$ cat src/rtl/serial_sub_seq.sv
// serial_sub_seq
// Bit-serial WIDTH-bit subtractor sequencer. A parallel request (start) captures
// the operands, then a 1-bit full-subtractor cell is fed one bit pair per clock,
// LSB first. The borrow is kept in a flip-flop and each difference bit is shifted
// into the result register from the MSB side. After WIDTH steps the result,
// final borrow and signed overflow flag are published and done pulses once.
//
// state  | meaning
// -------+--------------------------------------------------------------
// IDLE   | waiting for start; results from the previous operation held
// RUN    | one cell step per clock, WIDTH steps in total (busy=1)
// DONE   | results just published; done=1 for this single cycle

// One-bit full subtractor: d = x - y - bin, with borrow out.
module serial_sub_cell (
    input  logic i_x,
    input  logic i_y,
    input  logic i_bin,
    output logic o_d,
    output logic o_bo
);
    assign o_d  = i_x ^ i_y ^ i_bin;
    assign o_bo = (~i_x & i_y) | (~(i_x ^ i_y) & i_bin);
endmodule

module serial_sub_seq #(
    parameter int WIDTH = 8
) (
    input  logic             clk,
    input  logic             rst_n,
    input  logic             start,
    input  logic [WIDTH-1:0] a,
    input  logic [WIDTH-1:0] b,
    output logic             busy,
    output logic             done,
    output logic [WIDTH-1:0] diff,
    output logic             bout,
    output logic             ovf
);
    localparam int CW = (WIDTH > 1) ? $clog2(WIDTH) : 1;
    localparam logic [CW-1:0] LAST_CNT = CW'(WIDTH - 1);

    typedef enum logic [1:0] {
        S_IDLE = 2'd0,
        S_RUN  = 2'd1,
        S_DONE = 2'd2
    } state_t;

    state_t r_state;
    state_t w_next_state;

    logic [WIDTH-1:0] r_sa;
    logic [WIDTH-1:0] r_sb;
    logic [WIDTH-1:0] r_res;
    logic             r_borrow;
    logic [CW-1:0]    r_cnt;
    logic             r_a_msb;
    logic             r_b_msb;
    logic [WIDTH-1:0] r_diff;
    logic             r_bout;
    logic             r_ovf;

    logic             w_accept;
    logic             w_step;
    logic             w_last;
    logic             w_d;
    logic             w_bo;
    logic [WIDTH-1:0] w_res_next;
    logic             w_busy;
    logic             w_done;

    serial_sub_cell u_cell (
        .i_x   (r_sa[0]),
        .i_y   (r_sb[0]),
        .i_bin (r_borrow),
        .o_d   (w_d),
        .o_bo  (w_bo)
    );

    assign w_accept   = (r_state == S_IDLE) && start;
    assign w_step     = (r_state == S_RUN);
    assign w_last     = w_step && (r_cnt == LAST_CNT);
    // The final step's difference bit lands in the MSB of the published result.
    assign w_res_next = {w_d, r_res[WIDTH-1:1]};

    // State register.
    always_ff @(posedge clk or negedge rst_n) begin
        if (!rst_n) begin
            r_state <= S_IDLE;
        end else begin
            r_state <= w_next_state;
        end
    end

    // Next-state and handshake outputs; start is only looked at in IDLE.
    always_comb begin
        w_next_state = r_state;
        w_busy       = 1'b0;
        w_done       = 1'b0;
        case (r_state)
            S_IDLE: begin
                if (start) begin
                    w_next_state = S_RUN;
                end
            end
            S_RUN: begin
                w_busy = 1'b1;
                if (r_cnt == LAST_CNT) begin
                    w_next_state = S_DONE;
                end
            end
            S_DONE: begin
                w_done       = 1'b1;
                w_next_state = S_IDLE;
            end
            default: begin
                w_next_state = S_IDLE;
            end
        endcase
    end

    // Operand shifters, borrow flip-flop, step counter and partial result.
    always_ff @(posedge clk or negedge rst_n) begin
        if (!rst_n) begin
            r_sa     <= '0;
            r_sb     <= '0;
            r_res    <= '0;
            r_borrow <= 1'b0;
            r_cnt    <= '0;
            r_a_msb  <= 1'b0;
            r_b_msb  <= 1'b0;
        end else if (w_accept) begin
            r_sa     <= a;
            r_sb     <= b;
            r_res    <= '0;
            r_borrow <= 1'b0;
            r_cnt    <= '0;
            // Operand MSBs are kept separately because r_sa/r_sb shift away.
            r_a_msb  <= a[WIDTH-1];
            r_b_msb  <= b[WIDTH-1];
        end else if (w_step) begin
            r_res    <= w_res_next;
            r_borrow <= w_bo;
            r_sa     <= r_sa >> 1;
            r_sb     <= r_sb >> 1;
            r_cnt    <= r_cnt + CW'(1);
        end
    end

    // Published results: updated only on the last step, held otherwise.
    always_ff @(posedge clk or negedge rst_n) begin
        if (!rst_n) begin
            r_diff <= '0;
            r_bout <= 1'b0;
            r_ovf  <= 1'b0;
        end else if (w_last) begin
            r_diff <= w_res_next;
            r_bout <= w_bo;
            // Signed overflow: operand signs differ and result sign differs from a.
            r_ovf  <= (r_a_msb != r_b_msb) && (w_d != r_a_msb);
        end
    end

    assign busy = w_busy;
    assign done = w_done;
    assign diff = r_diff;
    assign bout = r_bout;
    assign ovf  = r_ovf;
endmodule

$ cat config.mk
export PLATFORM = sky130hd
export DESIGN_NAME = serial_sub_seq
export DESIGN_NICKNAME = d
export VERILOG_FILES = /design/src/rtl/serial_sub_seq.sv
export SDC_FILE = /design/constraint.sdc
export NUM_CORES = 1
export LEC_CHECK = 0
export ABC_AREA = 1
export CAP_MARGIN = 0
export CORE_UTILIZATION = 56
export DETAILED_ROUTE_END_ITERATION = 6
export PLACE_DENSITY = 0.82
export SYNTH_ARGS = -nofsm -noshare
export SYNTH_HDL_FRONTEND = slang
export SYNTH_SLANG_ARGS = --single-unit
$ cat constraint.sdc
create_clock -name clk -period 2.59 [get_ports clk]
set_input_delay 0.259 -clock clk [delete_from_list [all_inputs] [get_ports clk]]
set_output_delay 0.259 -clock clk [all_outputs]
set_load 0.02 [all_outputs]
=== Word level (Yosys, flattened, before mapping) ===
Cells that the tools add are included.

* Reduce and logical (&&, ||, !) cells: 6
* Muxes and demuxes: 15
* Equality and inequality tests: 7
* $add $sub $neg: 1
* Bitwise operators: 7

{| class="wikitable"
|+ Operator list
! operator !! count
|-
| $mux W8 || 6
|-
| $mux W3 || 2
|-
| $mux W1 || 4
|-
| $mux W2 || 2
|-
| $pmux W2 S2 || 1
|-
| $add A3 B1 Y3 const B || 1
|-
| $eq A3 B3 Y1 const B || 1
|-
| $logic_and A1 B1 Y1 || 3
|-
| $and A1 B1 Y1 || 2
|-
| $eq A2 B1 Y1 const B || 1
|-
| $eq A2 B2 Y1 const B || 1
|-
| $logic_not A2 Y1 || 1
|-
| $ne A1 B1 Y1 || 2
|-
| $ne A2 B1 Y1 const B || 1
|-
| $ne A2 B2 Y1 const B || 1
|-
| $not A1 Y1 || 2
|-
| $reduce_and A2 Y1 || 1
|-
| $reduce_bool A2 Y1 || 1
|-
| $xor A1 B1 Y1 || 2
|-
| $or A1 B1 Y1 || 1
|}

* Input bits: 19
* Output and inout port bits: 12
* Word-level logic and storage cells: 47
* Bits in registers: 42

=== Depth between registers and ports, before layout ===
Gate-level depths: netlist (run 1).

* Word-level depth: 6
* Mapped depth: 7
* Mapped depth without buffers: 7

=== Cells and area by module ===
A second synthesis (run 1) with hierarchy kept.

* Cell total of the unflattened synthesis: 195
* Area, all modules: 1760.4 µm²

{| class="wikitable"
|+ By module, submodules not included
! module !! sequential area each (µm²) !! instances !! cells an instance !! area an instance (µm²)
|-
| serial_sub_seq || 1026.0 || 1 || 191 || 1729.2
|-
| serial_sub_cell || 0.0 || 1 || 4 || 31.3
|}

=== Worst setup path after synthesis (run 1) ===
Ideal clock, no wire load.

* Kind: register to register
* Start point: reg r_borrow
* End point: reg r_ovf (netlist: ovf)
* Buffers on the path: 0
* Arrival: 1174 ps
* Cell stages (with the launch flop): 8
* Setup time: 116 ps
* Period minus slack after synthesis: 1291 ps
* Slack: 1299 ps
* Required time: 2474 ps
* Cells stage by stage: dfrtp_1 inv_1 fa_1 inv_1 nand3_1 nand2_1 nand2_1 nand2_1

* Longest elaborated chain between the ends: 3

{| class="wikitable"
|+ Ends and longest elaborated chain
! item !! RTL line !! RTL
|-
| start: declaration || 55 || <nowiki>logic r_borrow;</nowiki>
|-
| start signal: assignment || 143 || <nowiki>r_borrow <= w_bo;</nowiki>
|-
| $xor A1 B1 Y1 || 22 || <nowiki>assign o_d = i_x ^ i_y ^ i_bin;</nowiki>
|-
| via u_cell.o_d || 19 || <nowiki>output logic o_d,</nowiki>
|-
| $ne A1 B1 Y1 || 160 || <nowiki>r_ovf <= (r_a_msb != r_b_msb) && (w_d != r_a_msb);</nowiki>
|-
| $logic_and A1 B1 Y1 || 160 ||
|-
| end signal: assignment || 160 ||
|-
| end: declaration || 61 || <nowiki>logic r_ovf;</nowiki>
|}

The timed path passes the listed nets, and every way through them passes these cells.
A chain may end at the register's enable or synchronous reset.

=== Final worst setup path (run 1) ===
* Start point: reg r_state[0]
* End point: out busy

* Longest elaborated chain between the ends: 2

{| class="wikitable"
|+ Ends and longest elaborated chain
! item !! RTL line !! RTL
|-
| start: declaration || 49 || <nowiki>state_t r_state;</nowiki>
|-
| start signal: assignment || 91 || <nowiki>r_state <= w_next_state;</nowiki>
|-
| $eq A2 B1 Y1 || 100 || <nowiki>case (r_state)</nowiki>
|-
| $mux W1 || 100 ||
|-
| end: declaration || 34 || <nowiki>output logic busy,</nowiki>
|}

No other way between the ends.

==> flow_summary.toml, run 1 <==
[run_status]
status = "finished clean"

[sta]
fmax_mhz = 479
hold_viol = 0
min_period_over_period_pct = 80.6
rsz0062_at_grt = "no"
max-slew-margin-rel_pct = 41.4
whs_ns = 0.00938
finalClockSkew_ns = 0.00898
fin_setup_tns_ns = 0
period_needed_ns = 2.09
slew_viol_final = 0
fin_ws_ns = 0.502
tightest_slew_ns = 0.879
finalSetupViolCount = 0

[drt]
dr.pass1.iters = 5
drc_errors = 0
drtIter0Drc = 80
avgViaCountPerCell = 5.44
wl_per_cell_um = 13.7
drt.antenna.violating_nets = 0
postRouteWirelength_um = 3630
vias = 1442

[final_layout]
multiInputGateArea_um2 = 646
antenna_cells = 0
fillerInstances = 253
nets = 243
syn2layout_area_growth_pct = 21.2
drive_gt1_share_pct = 10.4
fin_cells = 265
seq_area_mm2 = 0.00103

[floorplan]
io_pins = 31
initial_utilization_pct = 58.9
die_h_um = 58.6
core_mm2 = 0.00305
die_w_um = 58.6
dieArea_mm2 = 0.00344
core.rowCount = 20

[logic_synthesis]
synth_area_leaders = "dfrtp_1 (57%), nand3_1 (16%), nand2_1 (8.1%)"
synth_async_sr_flop_share_pct = 100
synth_seq_cells = 41
ys.flop_type = "dfrtp_1"
synth_common_cells = "nand3_1 (57), dfrtp_1 (41), nand2_1 (39)"
yosysWarnings = 0
synth_cells = 191
synthDistinctLibCells = 17
yosysMostFrequentCell = "nand3_1"
syn_nets = 213
avgSynthCellArea_um2 = 9.41
synth_top_area_share_pct = 57.1
synth-edff-count = 0
syn-cell-area_mm2 = 0.00180
ys_seq_area_share_pct = 57.1
yosysTopAreaCell = "dfrtp_1"

[setup_path]
cp.arrival_ns = 1.83
path_max_fanout = 18
path_buf_inv = 3
critPathTopFamily = "buffers and inverters"
start_kind = "flip-flop"
crit_required_ns = 2.33
critical_path_class = "reg2out"
cp_slowest_cell = "clkdlybuf4s50_1"
endpoint_kind = "primary output"
path_cells = "inv_2 -> nor2_4 -> buf_4 -> clkdlybuf4s50_1"
cpPeakStageDelay_ns = 0.64

[place]
io_buffers = 30
gp_congestion = 0.772
dp_cells = 258
dp_hpwl_um = 2580
dp_slack_ns = 0.655

[global_route]
gr-usage-all-layers_pct = 23.8
overflow = 0
grt_pass1_wl_um = 5980
grt_pass1_vias = 1375
grt_max_degree = 42
antenna_found_initial = 0

[cts]
cts-hold-fix-buffers = 0
h-tree-depth = 2
cts_buffers = 5
clock_latency_ns = 0.35
cts_sinks = 41
clock_path_buffers = 2
ctsResizeCount = 0
clk_pin_slew_worst_paths_ns = 0.12
post-cts-setup-buffers = 0
root_buffer = "clkbuf_4"
cts_tree = "built"

[pwr]
vdd_drop_max_v = 0.000659
leakagePower_nw = 1.03
p_per_area_mw_per_mm2 = 1150

[hold_path]
hold_path.class = "in2async"

[flow_run]
maxCapViolCount = 0
-- routing by layer --
| layer | track usage [%] | vias up | share of wire [%] |
|---|---|---|---|
| met5 | 0 | - | 0 |
| met4 | 6.46 | 0 | 1.0 |
| met3 | 7.91 | 6 | 6.9 |
| met2 | 39.1 | 55 | 50 |
| met1 | 30.5 | 688 | 42 |
| li1 | - | 693 | - |
-- worst register-to-register path, stage by stage (launching register included) --
cell and delay, ns:
dfrtp_1 0.44, inv_1 0.11, nand2_1 0.44, buf_4 0.38
nand3_1 0.08, o21ai_0 0.10
-- cells by family (layout without fill, tap and decap cells) --
group / count (synthesis) / count (layout) / share of synthesized area (%)
compound gates: 20 / 20 / 7.31
fa+ha+maj: 3 / 3 / 2.51
buf+inv: 25 / 55 / 6.96
flops: 41 / 41 / 57.1
simple gates: 102 / 102 / 26.1
-- path summary, 6_finish.rpt --
kind	startpoint	depth (start not counted)	slack, ns	endpoint
setup / recovery	r_state[0]	4	0.50	busy
hold / removal	rst_n	1	0.009	diff[6]
setup reg to reg	r_state[1]	5	0.95	r_res[6]
hold reg to reg	diff[0]	2	0.50	diff[0]
max in group asynchronous	rst_n	1	2.02	r_sa[3]
min in group clk	b[0]	3	0.49	r_sb[0]
-- flip-flops by register name, indices dropped and copies added, names as in the netlist --
| signal | flops |
|---|---|
| bout | 1 |
| r_a_msb | 1 |
| r_state | 2 |
| r_res | 7 |
| r_b_msb | 1 |
| r_cnt | 3 |
| r_sa | 8 |
| r_borrow | 1 |
| r_sb | 8 |
| diff | 8 |
| ovf | 1 |
-- cell usage in the layout, fill, tap and decap left out --
master	n
buf_2	1
nand2_1	39
nand3_1	57
clkdlybuf4s50_1	29
o21ai_2	8
o22ai_1	1
clkbuf_4	5
clkinv_2	1
ha_1	2
bufinv_16	1
nor2_1	4
inv_1	13
o21ai_0	11
nand2_4	1
inv_2	1
dfrtp_1	41
buf_4	4
nor2_4	1
fa_1	1
-- cell type report --
class	instances	area share [%]
timing repair buffer	34	14.9
sequential	41	47.1
tap	44	2.53
multi-input combinational	125	29.7
clock inverter	2	1.61
inverter	14	2.41
clock buffer	5	1.72
-- through the flow --
step	instance area [um2]	total power, mW	util [%]
global placement	2100	2.05	68.9
CTS	2180	2.51	71.3
detailed placement	2100	2.12	68.9
floorplan	1800	1.76	-
global route	2180	2.67	71.3
finish	2180	2.50	71.3
-- where the power goes --
group / total [mW] / switching [mW] / leakage (nW) / internal, mW
registers: 1.07 / 0.163 / 0.524 / 0.906
clock network: 0.397 / 0.200 / 0.0410 / 0.197
logic: 1.03 / 0.616 / 0.464 / 0.415
total: 2.50 / 0.979 / 1.03 / 1.52
(Power assumes the default switching activity.)
==> inputs of run 2 (changes only) <==
--- a/config.mk
+++ b/config.mk
@@ -7,9 +7,9 @@
 export LEC_CHECK = 0
 export ABC_AREA = 1
 export CAP_MARGIN = 0
-export CORE_UTILIZATION = 56
+export CORE_UTILIZATION = 47
 export DETAILED_ROUTE_END_ITERATION = 6
-export PLACE_DENSITY = 0.82
+export PLACE_DENSITY = 0.73
 export SYNTH_ARGS = -nofsm -noshare
 export SYNTH_HDL_FRONTEND = slang
 export SYNTH_SLANG_ARGS = --single-unit
==> constraint.sdc (replaced) <==
create_clock -name clk -period 1.8 [get_ports clk]
set_input_delay 0.18 -clock clk [delete_from_list [all_inputs] [get_ports clk]]
set_output_delay 0.18 -clock clk [all_outputs]
set_load 0.02 [all_outputs]
==> run 2 against run 1 <==
- die area is 18% higher
- setup slack worse by 0.41 ns
- sequential power is 42% higher
- register-to-register slack worse by 0.54 ns
- global-route usage is 3.6 points lower
==> flow_summary.toml, run 2 (synthesized netlist as in run 1, its figures left out) <==
[run_status]
status = "finished clean"

[floorplan]
io_pins = 31
die_w_um = 63.8
core_mm2 = 0.00366
initial_utilization_pct = 49.1
core.rowCount = 22
dieArea_mm2 = 0.00407
die_h_um = 63.8

[cts]
h-tree-depth = 2
cts_sinks = 41
clk_pin_slew_worst_paths_ns = 0.08
post-cts-setup-buffers = 0
cts_tree = "built"
clock_path_buffers = 2
cts_buffers = 5
root_buffer = "clkbuf_8"
clock_latency_ns = 0.29

[sta]
rsz0062_at_grt = "no"
slew_viol_final = 0
finalClockSkew_ns = 0.00696
period_needed_ns = 1.71
min_period_over_period_pct = 94.8
hold_viol = 0
tightest_slew_ns = 0.473
max-slew-margin-rel_pct = 68.5
fin_setup_tns_ns = 0
fmax_mhz = 586
finalSetupViolCount = 0

[setup_path]
endpoint_kind = "primary output"
critical_path_class = "reg2out"
start_kind = "flip-flop"
crit_required_ns = 1.62
path_max_fanout = 3
cp.arrival_ns = 1.53

[drt]
avgViaCountPerCell = 5.11
drtIter0Drc = 78
vias = 1406
drt.antenna.violating_nets = 0
drc_errors = 0
dr.pass1.iters = 4
postRouteWirelength_um = 3630
wl_per_cell_um = 13.2

[global_route]
overflow = 0
grt_pass1_wl_um = 6240
top_usage_layer = "met1"
grt_use_met2_pct = 29.5
gr-usage-all-layers_pct = 20.2
grt_pass1_vias = 1326
antenna_found_initial = 0
grtUsageMet1_pct = 29.6
grt_max_degree = 23
met3_usage_pct = 4.46

[final_layout]
post-route-util_pct = 62.2
final_cell_mix = "nand3_1 (57), dfrtp_1 (41), nand2_1 (39)"
syn2layout_area_growth_pct = 26.8
nets = 248
final_common_cell = "nand3_1"
drive_gt1_share_pct = 11.9
antenna_cells = 0

[hold_path]
hold_path.class = "in2async"

[pwr]
leakagePower_nw = 1.07
power_mw = 3.80
p_per_area_mw_per_mm2 = 1670
vdd_drop_max_v = 0.000788

[place]
io_buffers = 30
dp_hpwl_um = 2510
gp_congestion = 0.804

[flow_run]
maxCapViolCount = 0
==> run 2: changes by cell type in the layout (fill, tap and decap cells not counted), sizes merged <==
cell         delta
buf             +4
clkbuf          +2
clkinv          -1
dlygate4sd3     +1
==> run 2: worst max-delay path, cell delays in order (launching register included) <==
cell	delay, ns
dfrtp_1	0.41
inv_1	0.09
nor2_1	0.12
clkdlybuf4s50_1	0.62
==> run 2: path summary, 6_finish.rpt <==
check | slack, ns | end | startpoint | cells past startpoint
min reg2reg | 0.48 | ovf | ovf | 2
min | 0.37 | r_sb[1] | rst_n | 2
max reg2reg | 0.41 | ovf | r_borrow | 7
max | 0.09 | done | r_state[1] | 3
min in group clk | 0.46 | r_sa[7] | a[7] | 3
max in group asynchronous | 0.94 | r_res[2] | rst_n | 3
==> run 2: layer usage <==
metal / wire, um / share of wire (%)
met4: 29 / 0.80
met1: 1730 / 48
met2: 1760 / 48
met3: 110 / 3.0
met5: 0 / 0
==> run 2: layout make-up <==
cell class | count | area [um2]
fillers | 312 | 1380
flip-flops and latches | 41 | 1030
multi-input cells | 125 | 646
repair buffers | 39 | 378
clock buffers | 7 | 86.3
well taps | 48 | 60.1
inverters | 14 | 52.6
clock inverters | 1 | 30.0
==> run 2: where the power goes <==
part           total (mW)  internal [mW]  leakage, nW  switching, mW
Combinational        1.52          0.628        0.492          0.895
Clock               0.752          0.452       0.0585          0.300
Sequential           1.52           1.31        0.524          0.216
==> run 2: what timing repair did <==
item | in CTS | in global routing
hold endpoints to repair | 19 | 0
resized for setup | 0 | 0
hold buffers | 1 | 0
endpoints found under the setup margin | 0 | 0
==> run 2: stage by stage <==
stage          area (um2)  hold slack [ns]  std cells  setup WS, ns
2_1_floorplan        1800           -0.116        191         0.509
3_3_place_gp         2150            0.156        266         0.417
3_5_place_dp         2150            0.166        266         0.413
4_1_cts              2280            0.391        275        0.0961
5_1_grt              2280            0.424        275        0.0166
6_report             2280            0.371        275        0.0935
